===== config.mk =====
export PLATFORM = sky130hd
export DESIGN_NAME = eth_clk_gen_multi
export DESIGN_NICKNAME = d
export VERILOG_FILES = /design/src/rtl/eth_clk_gen_multi.sv
export SDC_FILE = /design/constraint.sdc
export NUM_CORES = 1
export LEC_CHECK = 0
export CAP_MARGIN = 30
export CORE_MARGIN = 3
export CORE_UTILIZATION = 31
export CTS_BUF_LIST = sky130_fd_sc_hd__clkbuf_16
export DETAILED_ROUTE_END_ITERATION = 6
export PLACE_DENSITY = 0.57
export SLEW_MARGIN = 10
export SYNTH_ARGS = -nofsm -noshare
export SYNTH_HDL_FRONTEND = slang
export SYNTH_SLANG_ARGS = --single-unit

===== constraint.sdc =====
create_clock -name clk_i -period 2.7 [get_ports clk_i]
set_input_delay 0.54 -clock clk_i [delete_from_list [all_inputs] [get_ports clk_i]]
set_output_delay 0.54 -clock clk_i [all_outputs]
set_load 0.02 [all_outputs]

===== src/rtl/eth_clk_gen_multi.sv =====
// Multi-channel divided clock generator with glitch-free divide updates and park-on-disable.
// Define ETH_CLK_GEN_PHASE90_EN to build the 90-degree-shifted clk90_o outputs (tied to 0 otherwise).
module eth_clk_gen_multi #(
    parameter int NUM_CH      = 2,
    parameter int DIV_W       = 4,
    parameter int DEFAULT_DIV = 4
) (
    input  logic                    clk_i,
    input  logic                    rst_i,
    input  logic [NUM_CH-1:0]       en_i,
    input  logic [NUM_CH*DIV_W-1:0] div_i,
    input  logic [NUM_CH-1:0]       div_valid_i,
    output logic [NUM_CH-1:0]       div_ready_o,
    output logic [NUM_CH-1:0]       clk_o,
    output logic [NUM_CH-1:0]       clk90_o,
    output logic [NUM_CH*DIV_W-1:0] cycl_count_o
);

    localparam logic [DIV_W-1:0] MIN_DIV = DIV_W'(2);
    localparam logic [DIV_W-1:0] RST_DIV = (DEFAULT_DIV < 2) ? MIN_DIV : DIV_W'(DEFAULT_DIV);

    for (genvar c = 0; c < NUM_CH; c++) begin : g_ch
        logic [DIV_W-1:0] div_q;
        logic [DIV_W-1:0] cnt_q;
        logic [DIV_W-1:0] pend_val_q;
        logic             pend_q;
        logic             ready_q;
        logic             clk_q;
        logic [DIV_W-1:0] div_in;
        logic [DIV_W-1:0] div_sat;
        logic [DIV_W-1:0] div_nxt;
        logic [DIV_W-1:0] cnt_nxt;
        logic [DIV_W:0]   half_nxt;
        logic             accept;
        logic             wrap;
        logic             load;

        // Pending values only load at the D-1 point, which covers both a running wrap and a parked channel.
        always_comb begin
            div_in   = div_i[c*DIV_W +: DIV_W];
            div_sat  = (div_in < MIN_DIV) ? MIN_DIV : div_in;
            accept   = div_valid_i[c] & ready_q;
            wrap     = (cnt_q == div_q - 1'b1);
            load     = wrap & pend_q;
            div_nxt  = load ? pend_val_q : div_q;
            if (wrap) begin
                cnt_nxt = en_i[c] ? '0 : div_nxt - 1'b1;
            end else begin
                cnt_nxt = cnt_q + 1'b1;
            end
            half_nxt = ({1'b0, div_nxt} + 1'b1) >> 1;
        end

        always_ff @(posedge clk_i) begin
            if (rst_i) begin
                div_q      <= RST_DIV;
                cnt_q      <= RST_DIV - 1'b1;
                pend_val_q <= RST_DIV;
                pend_q     <= 1'b0;
                ready_q    <= 1'b1;
                clk_q      <= 1'b0;
            end else begin
                div_q   <= div_nxt;
                cnt_q   <= cnt_nxt;
                ready_q <= ~accept & ~pend_q;
                clk_q   <= ({1'b0, cnt_nxt} < half_nxt);
                if (accept) begin
                    pend_q     <= 1'b1;
                    pend_val_q <= div_sat;
                end else if (load) begin
                    pend_q <= 1'b0;
                end
            end
        end

`ifdef ETH_CLK_GEN_PHASE90_EN
        logic [DIV_W:0] quarter_nxt;
        logic [DIV_W:0] phase_nxt;
        logic           clk90_q;

        always_comb begin
            quarter_nxt = {1'b0, div_nxt} >> 2;
            if ({1'b0, cnt_nxt} >= quarter_nxt) begin
                phase_nxt = {1'b0, cnt_nxt} - quarter_nxt;
            end else begin
                phase_nxt = {1'b0, cnt_nxt} + {1'b0, div_nxt} - quarter_nxt;
            end
        end

        always_ff @(posedge clk_i) begin
            if (rst_i) begin
                clk90_q <= 1'b0;
            end else begin
                clk90_q <= (phase_nxt < half_nxt);
            end
        end

        assign clk90_o[c] = clk90_q;
`else
        assign clk90_o[c] = 1'b0;
`endif

        assign div_ready_o[c]                 = ready_q;
        assign clk_o[c]                       = clk_q;
        assign cycl_count_o[c*DIV_W +: DIV_W] = cnt_q;
    end

endmodule


After elaboration in Yosys (flattened, before gate mapping)
Index checks and enable logic that the tools add are counted.

Bits of input ports: 14. Logic and storage cells: 50. Output and inout port bits: 14. Register bits: 30.

Add/subtract/negate cells: 8. Eq/ne operators: 2. Mux-type cells: 12. Reduce and logical (&&, ||, !) cells: 2. Magnitude comparators: 4. Bitwise operators: 10.

Operator list (count): $mux 4 (8); $sub 4x1->4 const B (4); $add 4x1->5 const B (2); $add 4x1->4 const B (2); $eq 4x4->1 (2); $lt 4x2->1 const B (2); $lt 4x4->1 (2); $and 1x1->1 (6); $mux 1 (4); $not 1->1 (4); $reduce_bool 2->1 (2).

Longest topological paths before layout
Gate-level depths: netlist (run 1).

Word-level depth: 8. Gate-level depth with buffers: 17. Gate-level depth less buffers: 15.

Least setup slack after synthesis (run 1)
No wires, ideal clock.

Kind: register -> register. Start: register g_ch[1].cnt_q[2]. End: register g_ch[1].clk_q. Library setup time: 0.103 ns. Required time: 2.597 ns. Buffers on the path: 1. Stages on the path, launching flop included: 13. Period minus slack after synthesis: 3.093 ns. Slack: -0.393 ns. Data arrival time: 2.989 ns. Path through: dfxtp_1 > xor3_1 > nor3_4 > and3_1 > clkbuf_1 > mux2i_1 > ha_1 > xnor2_1 > nand3_1 > o21ai_0 > ha_1 > and3_1 > a2111oi_2.

Longest elaborated chain between the ends: 7. Elaborated cells on any way between the ends: 9. Those cells by class: 3 x add/sub; 1 x order compare; 1 x eq/ne; 3 x mux; 1 x bitwise.

Ends and longest elaborated chain: start, declared (line 24) `logic [DIV_W-1:0] cnt_q;`; start signal, assigned (line 57) `cnt_q <= RST_DIV - 1'b1;`; start signal, assigned (line 64) `cnt_q <= cnt_nxt;`; $eq 4x4->1 (line 43) `wrap = (cnt_q == div_q - 1'b1);`; $and 1x1->1 (line 44) `load = wrap & pend_q;`; $mux 4 (line 45) `div_nxt = load ? pend_val_q : div_q;`; $sub 4x1->4 (line 47) `cnt_nxt = en_i[c] ? '0 : div_nxt - 1'b1;`; $mux 4 (line 47); $mux 4 * (line 46) `if (wrap) begin`; named net g_ch[1].cnt_nxt[2] (line 32) `logic [DIV_W-1:0] cnt_nxt;`; $lt 4x4->1 * (line 66) `clk_q <= ({1'b0, cnt_nxt} < half_nxt);`; end signal, assigned (line 66); end, declared (line 28) `logic clk_q;`.

The timed path passes the listed nets; every way through them passes the cells marked *. A chain may end at the register's enable or synchronous reset.

Worst setup path after layout (run 1)
Start: register g_ch[1].div_q[0]. End: register g_ch[1].clk_q.

Longest elaborated chain between the ends: 8. Elaborated cells on any way between the ends: 9. Those cells by class: 3 x add/sub; 1 x order compare; 1 x eq/ne; 3 x mux; 1 x bitwise.

Ends and longest elaborated chain: start, declared (line 23) `logic [DIV_W-1:0] div_q;`; start signal, assigned (line 63) `div_q <= div_nxt;`; $sub 4x1->4 (line 43); $eq 4x4->1 (line 43); $and 1x1->1 (line 44); $mux 4 (line 45); $sub 4x1->4 (line 47); $mux 4 (line 47); $mux 4 * (line 46); named net g_ch[1].cnt_nxt[2] (line 32); $lt 4x4->1 * (line 66).

Marks and branches as above.

==> results of run 1 <==
## worst min-delay path, stage by stage, from the launching register on
cell     delay, ns
dfxtp_1       0.36
nand2_1       0.08
a21oi_1       0.05
## path summary, 6_finish.rpt
path                            cells past startpoint                                 end  slack, ns                          startpoint
worst max-delay path                               14            g_ch[1].clk_q$_SDFF_PP0_      -0.09         g_ch[1].div_q[0]$_SDFF_PP0_
worst min-delay path                                2  g_ch[0].pend_val_q[3]$_SDFFE_PP0P_       0.54  g_ch[0].pend_val_q[3]$_SDFFE_PP0P_
worst max register to register                     14            g_ch[1].clk_q$_SDFF_PP0_      -0.09         g_ch[1].div_q[0]$_SDFF_PP0_
worst min register to register                      2  g_ch[0].pend_val_q[3]$_SDFFE_PP0P_       0.54  g_ch[0].pend_val_q[3]$_SDFFE_PP0P_
## synth_stat cells, types with 2 or more instances
cell | instances | area [um^2]
nor2b_1 | 3 | 18.8
a31oi_1 | 2 | 12.5
dfxtp_1 | 30 | 601
inv_1 | 12 | 45.0
xnor3_1 | 2 | 45.0
mux2i_1 | 10 | 100
nor3_1 | 7 | 35.0
and2_1 | 5 | 31.3
nor4b_1 | 3 | 26.3
nand3_1 | 12 | 60.1
xor2_1 | 11 | 96.3
o311ai_0 | 2 | 17.5
clkbuf_1 | 6 | 22.5
a21oi_1 | 14 | 70.1
o21ai_0 | 7 | 35.0
o211ai_1 | 3 | 22.5
o2111ai_1 | 2 | 17.5
xnor2_1 | 13 | 114
ha_1 | 14 | 175
nand2b_1 | 2 | 12.5
buf_4 | 6 | 45.0
nand2_1 | 23 | 86.3
and3_1 | 5 | 31.3
nor2_1 | 13 | 48.8
## power by group
| group | switching, mW | internal (mW) | total, mW |
|---|---|---|---|
| Clock | 0.179 | 0.326 | 0.505 |
| Sequential | 0.0973 | 0.536 | 0.633 |
| Combinational | 0.733 | 0.853 | 1.59 |
## cells by family (layout without fill, tap and decap cells)
logic type | Yosys count | in the layout | synth area share
compound gates | 37 | 37 | 0.123
xor+xnor | 27 | 27 | 0.142
fa+ha+maj | 14 | 14 | 0.0894
buf+inv | 27 | 88 | 0.0683
flops | 30 | 30 | 0.307
mux | 11 | 11 | 0.0568
other cells | 1 | 2 | 0.00191
simple gates | 80 | 80 | 0.212
## timing repair
item | in CTS | in global routing
cloned | 0 | 0
buffers inserted | 5 | 7
pin swaps | 14 | 13
resized for setup | 20 | 12
hold buffers | 0 | 0
setup endpoints to repair | 2 | 2
## state kept, by name (all words and copies together) (netlist names)
register         cells
g_ch.cnt_q           8
g_ch.pend_q          2
g_ch.div_q           8
g_ch.clk_q           2
g_ch.ready_q         2
g_ch.pend_val_q      8
## per-stage QoR
step	hold slack (ns)	area [um^2]	TNS, ns
after floorplan	0.477	2050	-0.250
after global placement	0.521	2530	-0.329
after detailed placement	0.531	2530	-0.455
after CTS	0.539	2790	-0.147
after global routing	0.570	2910	-0.361
final	0.538	2910	-0.0922
## layer usage
metal	vias to the layer above	track usage	part of all wire
li1	908	-	-
met5	-	0	0
met4	0	0.0388	0.023
met1	802	0.199	0.48
met3	11	0.0327	0.045
met2	48	0.222	0.45
## area by class of cell
type	count	area, um^2	area share
Tap cell	75	93.8	0.0322
Sequential cell	30	611	0.210
Clock buffer	5	125	0.0430
Timing Repair Buffer	70	599	0.206
Inverter	12	47.5	0.0163
Clock inverter	1	3.75	0.00129
Multi-Input combinational cell	171	1430	0.492
==> metrics list, run 1 <==
* Family with the most delay on the worst path: simple AND/OR/NAND/NOR gates
- Worst supply voltage drop on vdd: 406 uV
- Largest net degree at the start of global routing: 16
- During I/O placement, the number of pins put on the boundary was 28.
- Total GRT Usage: 0.143
- Worst path max stage delay: 0.32 ns
- In this run the mean area of a mapped cell was 8.63 um^2.
* Kind of end point of the critical path: flip-flop
- Syn Inst Count: 227
- Fraction of layout instances using a drive strength above 1: 0.329
- The final reports fail on negative setup slack.
- Of all nets on the critical path, the largest fanout is 3.
- Total via count after detailed routing: 1769
- After floorplanning, the core was divided into 28 placement rows.
- Commonest non-fill, non-tap cell in the layout: buf_4
- Slew Limit Fails: 0
* Placeable Area: 0.00603 mm^2
- Routability-driven placement finished with a final weighted congestion of 0.783.
- Commonest cells after routing, fill and taps aside: buf_4 (42), clkdlybuf4s50_1 (25), nand2_1 (23)
- Antenna violations before repair: 0
- Summed instance area of the synthesized netlist: 0.00196 mm^2
- DPL Wire Length: 3470 um
* Share of synthesized area occupied by flip-flops and latches: 0.307
- In the final routed layout, each cell accounts on average for 14.0 um.
- CTS clock-pin slew for the worst setup and hold paths: 0.05 ns
- The routed design has 5080 um of wire.
* Number of diodes added for antenna fixing: 0
- Final critical-path setup slack: -0.0922 ns
- Total of max-cap violations: 0
- Hold Violations, Final: 0
- Buf/Inv on CP: 1
- The number of global-route vias before repair was 1752.
* IO Port Bufs: 25
- The synthesized design contains 30 register bits.
- Summing internal, switching and leakage power gives 2.72 mW.
- Period utilization: 1.03
- Derived from the worst setup path, the maximum achievable clock frequency is 0.358 GHz.
- The first global-routing pass estimated 8350 um of wire.
* Non-filler instance count after layout: 364
* Clock buffer count from CTS: 5
- Among the stages of the critical path, the cell type that occurs most often is ha_4.
* Detailed router's first-iteration violation count: 60
- The clock passes through at most 2 buffers.
- Min-delay worst type: reg2reg
- Clock tree synthesis selected as its root buffer the cell clkbuf_16.
- After detailed routing, the number of vias per cell comes to 4.86.
- The total overflow left after global routing is 0.
- Counting tap cells, the placed design contains a total of 346 instances.
- The die is 85.5 um wide.
* Skew-Pair Late Insertion Delay: 0.27 ns
- Initial Utilization: 0.325
* Ratio of total power to cell area: 935 mW/mm^2
- Share of synthesized registers carrying an async set or reset: 0
- Leakage power summed over all cells: 1.26 nW
- Setup repair after global routing missed its margin: true
- Number of nets still failing antenna checks after routing: 0
* Cell-by-cell listing of the critical path: inv_2 > ha_4 > xor3_1 > nor3_4 > and3_4 > mux2i_4 > ha_2 > xnor2_1 > nand3_1 > o21ai_2 > ha_4 > a21oi_2 > nor2b_1 > a2111oi_4
- The first detailed-routing pass took 4 iterations.
- The flow ran to the end, but the final reports show violations.
* Final setup violating endpoints: 1
* Post-route DRC violation count: 0
* Critical Setup Path Class: reg2reg
* EDFF count, synth: 0
- CP startpoint kind: flip-flop
* TritonCTS clock tree: yes
- The clock tree synthesis step divided the H-tree into 2 levels.
* Die span in y: 85.5 um
* Area growth from synthesis to layout: 48.7%
* Master of the slowest instance on the critical path: dfxtp_2
* Number of distinct standard cells referenced by the synthesized netlist: 44
- CTS saw 30 sinks.
- Endpoint arrival time on the critical path: 2.97 ns
- Clock skew on the completed layout was measured at 0.00470 ns.
- The final layout contains 318 nets.
- Ys flop type: dfxtp_1
- The worst path in the final design needs a cycle of 2.79 ns, including I/O delays and setup.
- Once layout is complete, the utilization of the core stands at 0.483.
* Number of warnings printed during yosys synthesis: 0
* Die area: 0.00731 mm^2
- OpenSTA, run right after detailed placement, puts the worst setup slack at -0.317 ns.
* Worst EP required: 2.87 ns
- Layout filler cell count: 577
No activity file was read; power rests on OpenSTA's default activity.
==> inputs of run 2 (changes only) <==
Settings changed: GPL_ROUTABILITY_DRIVEN from default to 0, PLACE_DENSITY 0.57 to 0.55.
Clock period 2.7 ns to 3.1 ns, I/O delays scaled along.
==> metrics list, run 2 (same netlist as run 1, synthesis figures left out) <==
- The post-route DRC violation count came to 0 (unchanged).
- Launch instance of the worst register-to-register path: g_ch[1].div_q[1]$_SDFF_PP0_
- The maximum resistive drop on vdd is 276 uV (-32%).
- The most critical setup path has its startpoint at g_ch[1].div_q[1]$_SDFF_PP0_.
- Via count of the first global-routing pass: 1575 (-10%)
* Min cycle time layout: 2.93 ns (+0.133 ns)
- Logic depth of the worst register-to-register path: 13 (-1)
- Largest net degree at the start of global routing: 17 (+1)
- CTS clock-pin slew for the worst setup and hold paths: 0.05 ns (about the same)
- Buffer levels on the longest clock path: 2 (unchanged)
* Min-delay worst type: reg2reg
* I/O pins: 28 (unchanged)
- The area of the placeable core was 0.00603 mm^2 (unchanged).
- Commonest cells after routing, fill and taps aside: dfxtp_1 (27), clkdlybuf4s50_1 (25), nand2_1 (23)
- The final core area utilization was 0.421 (-0.0623).
- Die outline width: 85.5 um (unchanged)
- CTS root buffer: clkbuf_16
- Placed cell area: 0.00229 mm^2 (-9.3%)
- TritonCTS built the clock tree.
- The required arrival time at the worst endpoint was 3.28 ns (+0.41 ns).
- Initial Utilization: 0.325 (unchanged)
- The count of max-cap constraint violations was 0 (unchanged).
* Number of diodes added for antenna fixing: 0 (unchanged)
* Peak clock frequency supported by timing: 0.342 GHz (-4.6%)
- Detailed router's first-iteration violation count: 88 (+47%)
- Total via count after detailed routing: 1612 (-8.9%)
* Setup TNS after final layout: 0 ns (+0.0922 ns)
- The power density normalized to cell area is 818 mW/mm^2 (-13%).
- The length of the first detailed-routing pass in iterations came to 4 (unchanged).
- The wire length reported by the detailed router is 4400 um (-13%).
* Number of clock sinks seen by CTS: 30 (unchanged)
- Kind of end point of the critical path: flip-flop
- Largest registers: g_ch.cnt_q x8, g_ch.div_q x8, g_ch.pend_val_q x8
- CP startpoint kind: flip-flop
* Nets@finish: 286 (-10%)
* Endpoint with the worst hold slack: g_ch[0].pend_val_q[3]$_SDFFE_PP0P_
- The share of the clock period used by the worst path after layout came to 0.944 (-0.0904).
- In this run the most critical hold path is launched from g_ch[0].pend_val_q[3]$_SDFFE_PP0P_.
- The number of antenna violations at the first check in global routing came to 0 (unchanged).
* Die area: 0.00731 mm^2 (unchanged)
* Routed len/inst: 13.2 um (-5.3%)
* Die span in y: 85.5 um (unchanged)
* Via/cell ratio: 4.84 (-0.39%)
- The number of failing setup endpoints in the final timing report is 0 (-1).
* Outcome: completed
- Leakage power summed over all cells: 1.09 nW (-14%)
- Worst Hold Depth: 2 (unchanged)
- The proportion of layout cells with a drive suffix above 1 is 0.163 (-0.166).
- The placed wire-length estimate is 3180 um (-8.4%).
- The cell row count came to 28 (unchanged).
- Aggregate global routing overflow: 0 (unchanged)
- The final standard cell area without fillers was 0.00254 mm^2 (-13%).
- Slew Limit Fails: 0 (unchanged)
- Quantity of hold-fixing buffers added after cts: 0 (unchanged)
- Setup repair after global routing missed its margin: false
* Commonest non-fill, non-tap cell in the layout: dfxtp_1
* Final critical-path setup slack: 0.175 ns (+0.267 ns)
* Number of nets still failing antenna checks after routing: 0 (unchanged)
* Layout filler cell count: 624 (+8.1%)
- The top fanout value on the critical path is 5 (+2).
- The final count of hold timing violations was 0 (unchanged).
- Pre-CTS WS: -0.0841 ns (+0.233 ns)
- Area growth from synthesis to layout: 29.5%
- The number of port buffers is 25 (unchanged).
* Reg-to-reg setup timing slack: 0.17 ns (+0.27 ns)
- Total Power: 2.08 mW (-24%)
* Endpoint arrival time on the critical path: 3.10 ns (+0.13 ns)
- Capturing point of the worst reg2reg path: g_ch[1].clk_q$_SDFF_PP0_
- The H-tree level count was 2 (unchanged).
* Clock buffer count from CTS: 5 (unchanged)
- The wire length of the first global-routing pass was 7530 um (-9.8%).
* Total GRT Usage: 0.128 (-0.0145)
- Skew-Pair Late Insertion Delay: 0.27 ns (about the same)
- Critical Setup Path Class: reg2reg
* Final Skew: 0.00381 ns (-0.000893 ns)
run 2: cell types whose count changed in the layout (fill, tap and decap cells not counted), sizes merged:
cell and delta:
buf -32, clkinv +1
run 2: cell type report:
type	count	area, um^2	area share
Sequential cell	30	607	0.239
Clock inverter	2	10.0	0.00394
Clock buffer	5	125	0.0493
Multi-Input combinational cell	171	1310	0.516
Tap cell	75	93.8	0.0370
Inverter	12	45.0	0.0178
Timing Repair Buffer	38	348	0.137
run 2: timing repair:
| item | in CTS | in global routing |
|---|---|---|
| resized for setup | 3 | 16 |
| endpoints found under the setup margin | 1 | 2 |
| setup buffers | 0 | 3 |
| pin swaps | 0 | 2 |
| hold endpoints to repair | 0 | 0 |
run 2: worst max-delay path by stage:
stage	to	slack [ns]	cells past startpoint
floorplan	g_ch[1].clk_q$_SDFF_PP0_	0.007	12
detailed placement	g_ch[1].clk_q$_SDFF_PP0_	-0.08	13
global placement	g_ch[1].clk_q$_SDFF_PP0_	-0.04	13
finish	g_ch[1].clk_q$_SDFF_PP0_	0.17	13
global route	g_ch[1].clk_q$_SDFF_PP0_	0.002	13
CTS	g_ch[1].clk_q$_SDFF_PP0_	0.03	13
run 2: metal layers:
metal | track usage | part of all wire | vias up | routed length, um
met1 | 0.180 | 0.52 | 741 | 2270
met2 | 0.190 | 0.44 | 28 | 1920
li1 | - | - | 838 | -
met4 | 0.0475 | 0.013 | 0 | 56
met5 | 0 | 0 | - | 0
met3 | 0.0317 | 0.035 | 5 | 155
run 2: worst max-delay path: stages, from the launching register on:
cell	delay (ns)
dfxtp_4	0.36
inv_1	0.10
ha_4	0.13
xor3_1	0.25
nor3_4	0.22
and3_4	0.24
mux2i_4	0.26
ha_2	0.22
xnor2_1	0.11
nand3_1	0.12
o21ai_2	0.08
ha_1	0.26
and3_1	0.18
a2111oi_4	0.28
run 2: where the power goes:
part	switching [mW]	internal, mW	total, mW	leakage [nW]
logic	0.520	0.542	1.06	0.768
clock network	0.165	0.289	0.453	0.0694
registers	0.0975	0.463	0.561	0.249
total	0.782	1.29	2.08	1.09
run 2: per-stage QoR:
stage	hold slack [ns]	std cells
2_1_floorplan	0.477	228
3_3_place_gp	0.519	323
3_5_place_dp	0.524	323
4_1_cts	0.538	330
5_1_grt	0.570	333
6_report	0.541	333
==> RTL edit: new RTL, settings of run 1 <==
Add a define of `ETH_CLK_GEN_PHASE90_EN`.
--- a/src/rtl/eth_clk_gen_multi.sv
+++ b/src/rtl/eth_clk_gen_multi.sv
@@ -1,5 +1,7 @@
 // Multi-channel divided clock generator with glitch-free divide updates and park-on-disable.
 // Define ETH_CLK_GEN_PHASE90_EN to build the 90-degree-shifted clk90_o outputs (tied to 0 otherwise).
+`define ETH_CLK_GEN_PHASE90_EN
+
 module eth_clk_gen_multi #(
     parameter int NUM_CH      = 2,
     parameter int DIV_W       = 4,
Behaviour: not the same (a bounded check fails within 4 cycles, from zero or initial values and one cycle with rst_i high).
==> RTL edit against run 1 <==
Sequential cell count is 2 higher. Non-clock buffer count up 80. The flow still finishes with violations (setup timing). Global-route usage grew 2.1 points. Critical path type unchanged. Worst setup slack worse by 1.2 ns. Highest routed layer unchanged. Design area grew 66%. Core utilization is 3.8 points higher. Routed wire length grew 68%. Synthesized area up 51%.
Power is not shown: default switching activity piles up to over one toggle a cycle in this logic, so the estimate is an artifact.
==> RTL edit: results <==
{
  "status": "complete, but fails checks",
  "violations": "setup timing",
  "fillers": 858,
  "critical-path-slowest-cell": "sky130_fd_sc_hd__dfxtp_4",
  "drt_first_iter_violations": 44,
  "synthDistinctLibCells": 70,
  "track_usage_pct": 16.39,
  "seq_area_frac_synth_pct": 21.61,
  "grt_pass1_vias": 3082,
  "finalSetupTns_ns": -3.092,
  "grt_start_max_net_pins": 20,
  "cp_data_arrival_time_ns": 4.14,
  "ctsRootBufferMaster": "sky130_fd_sc_hd__clkbuf_16",
  "post_drt_via_cell_ratio": 4.717,
  "port-buffer-count": 27,
  "drive_gt1_share_pct": 44.40,
  "layout.cells.non_filler": 611,
  "crit_fanout": 4,
  "finalSetupViolCount": 4,
  "post_synth_most_frequent_cells": "32 x sky130_fd_sc_hd__dfxtp_1, 30 x sky130_fd_sc_hd__ha_1, 25 x sky130_fd_sc_hd__nor2_1, 22 x sky130_fd_sc_hd__inv_1, 21 x sky130_fd_sc_hd__nand2_1",
  "finalWirelength_mm": 8.539,
  "post_synth.cell_area_avg_um2": 8.822,
  "finalClockSkew_ns": 0.004997,
  "post-dp-hpwl_mm": 6.833,
  "drt_pre_antenna_iters": 5,
  "place_congestion": 0.7965,
  "design.final.nets": 529,
  "finalWorstSetupSlack_ns": -1.281
}
## RTL edit: cell count changes in the layout (fill, tap and decap cells not counted), sizes merged, moves of 6 or more
cell    delta
nand2b     +7
ha        +16
buf       +78
inv       +12
a21oi      +6
xnor2      +9
nor2      +12
## RTL edit: cells by family after synthesis
| logic type | synth area share (%) |
|---|---|
| mux | 5.276 |
| xor+xnor | 12.92 |
| buf+inv | 5.740 |
| simple gates | 19.50 |
| compound gates | 19.59 |
| fa+ha+maj | 15.37 |
| flops | 21.61 |
## RTL edit: path summary, 6_finish.rpt
check | from | to | slack [ns] | depth (start not counted)
hold / removal | g_ch[0].pend_val_q[0] | g_ch[0].pend_val_q[0] | 0.50 | 2
hold reg to reg | g_ch[0].pend_val_q[0] | g_ch[0].pend_val_q[0] | 0.50 | 2
setup reg to reg | g_ch[0].div_q[0] | g_ch[0].clk90_q | -1.28 | 20
setup / recovery | g_ch[0].div_q[0] | g_ch[0].clk90_q | -1.28 | 20
## RTL edit: final cells by class
| class | count | share of cell area, % |
|---|---|---|
| clock buffers | 5 | 2.587 |
| clock inverters | 3 | 0.2329 |
| inverters | 23 | 1.837 |
| multi-input cells | 269 | 53.27 |
| flip-flops and latches | 32 | 13.56 |
| well taps | 129 | 3.338 |
| repair buffers | 150 | 25.17 |
## RTL edit: per-stage QoR
step | instance area, um2 | setup slack [ns]
after detailed placement | 4322 | -1.481
after floorplan | 3110 | -1.363
after global routing | 4836 | -1.428
after global placement | 4322 | -1.447
final | 4836 | -1.281
after CTS | 4700 | -1.289
## RTL edit: routing by layer
layer | part of all wire [%] | track usage (%) | vias to the layer above
met2 | 53 | 30.56 | 27
met3 | 2.3 | 2.305 | 2
met4 | 0.49 | 2.564 | 0
met1 | 44 | 20.35 | 1378
met5 | 0 | 0 | -
li1 | - | - | 1475
## RTL edit: what timing repair did
item / in CTS / in global routing
cloned: 0 / 0
setup endpoints to repair: 4 / 4
hold endpoints to repair: 0 / 0
setup buffers: 4 / 6
resized for setup: 38 / 15
pin swaps: 25 / 10
## RTL edit: critical path: cells and delay by family (launching register included)
kind	cells	cell delay (ns)
xor+xnor	2	0.37
compound gates	6	0.73
flops	1	0.37
buf+inv	1	0.04
simple gates	5	0.83
mux	2	0.51
fa+ha+maj	4	1.02
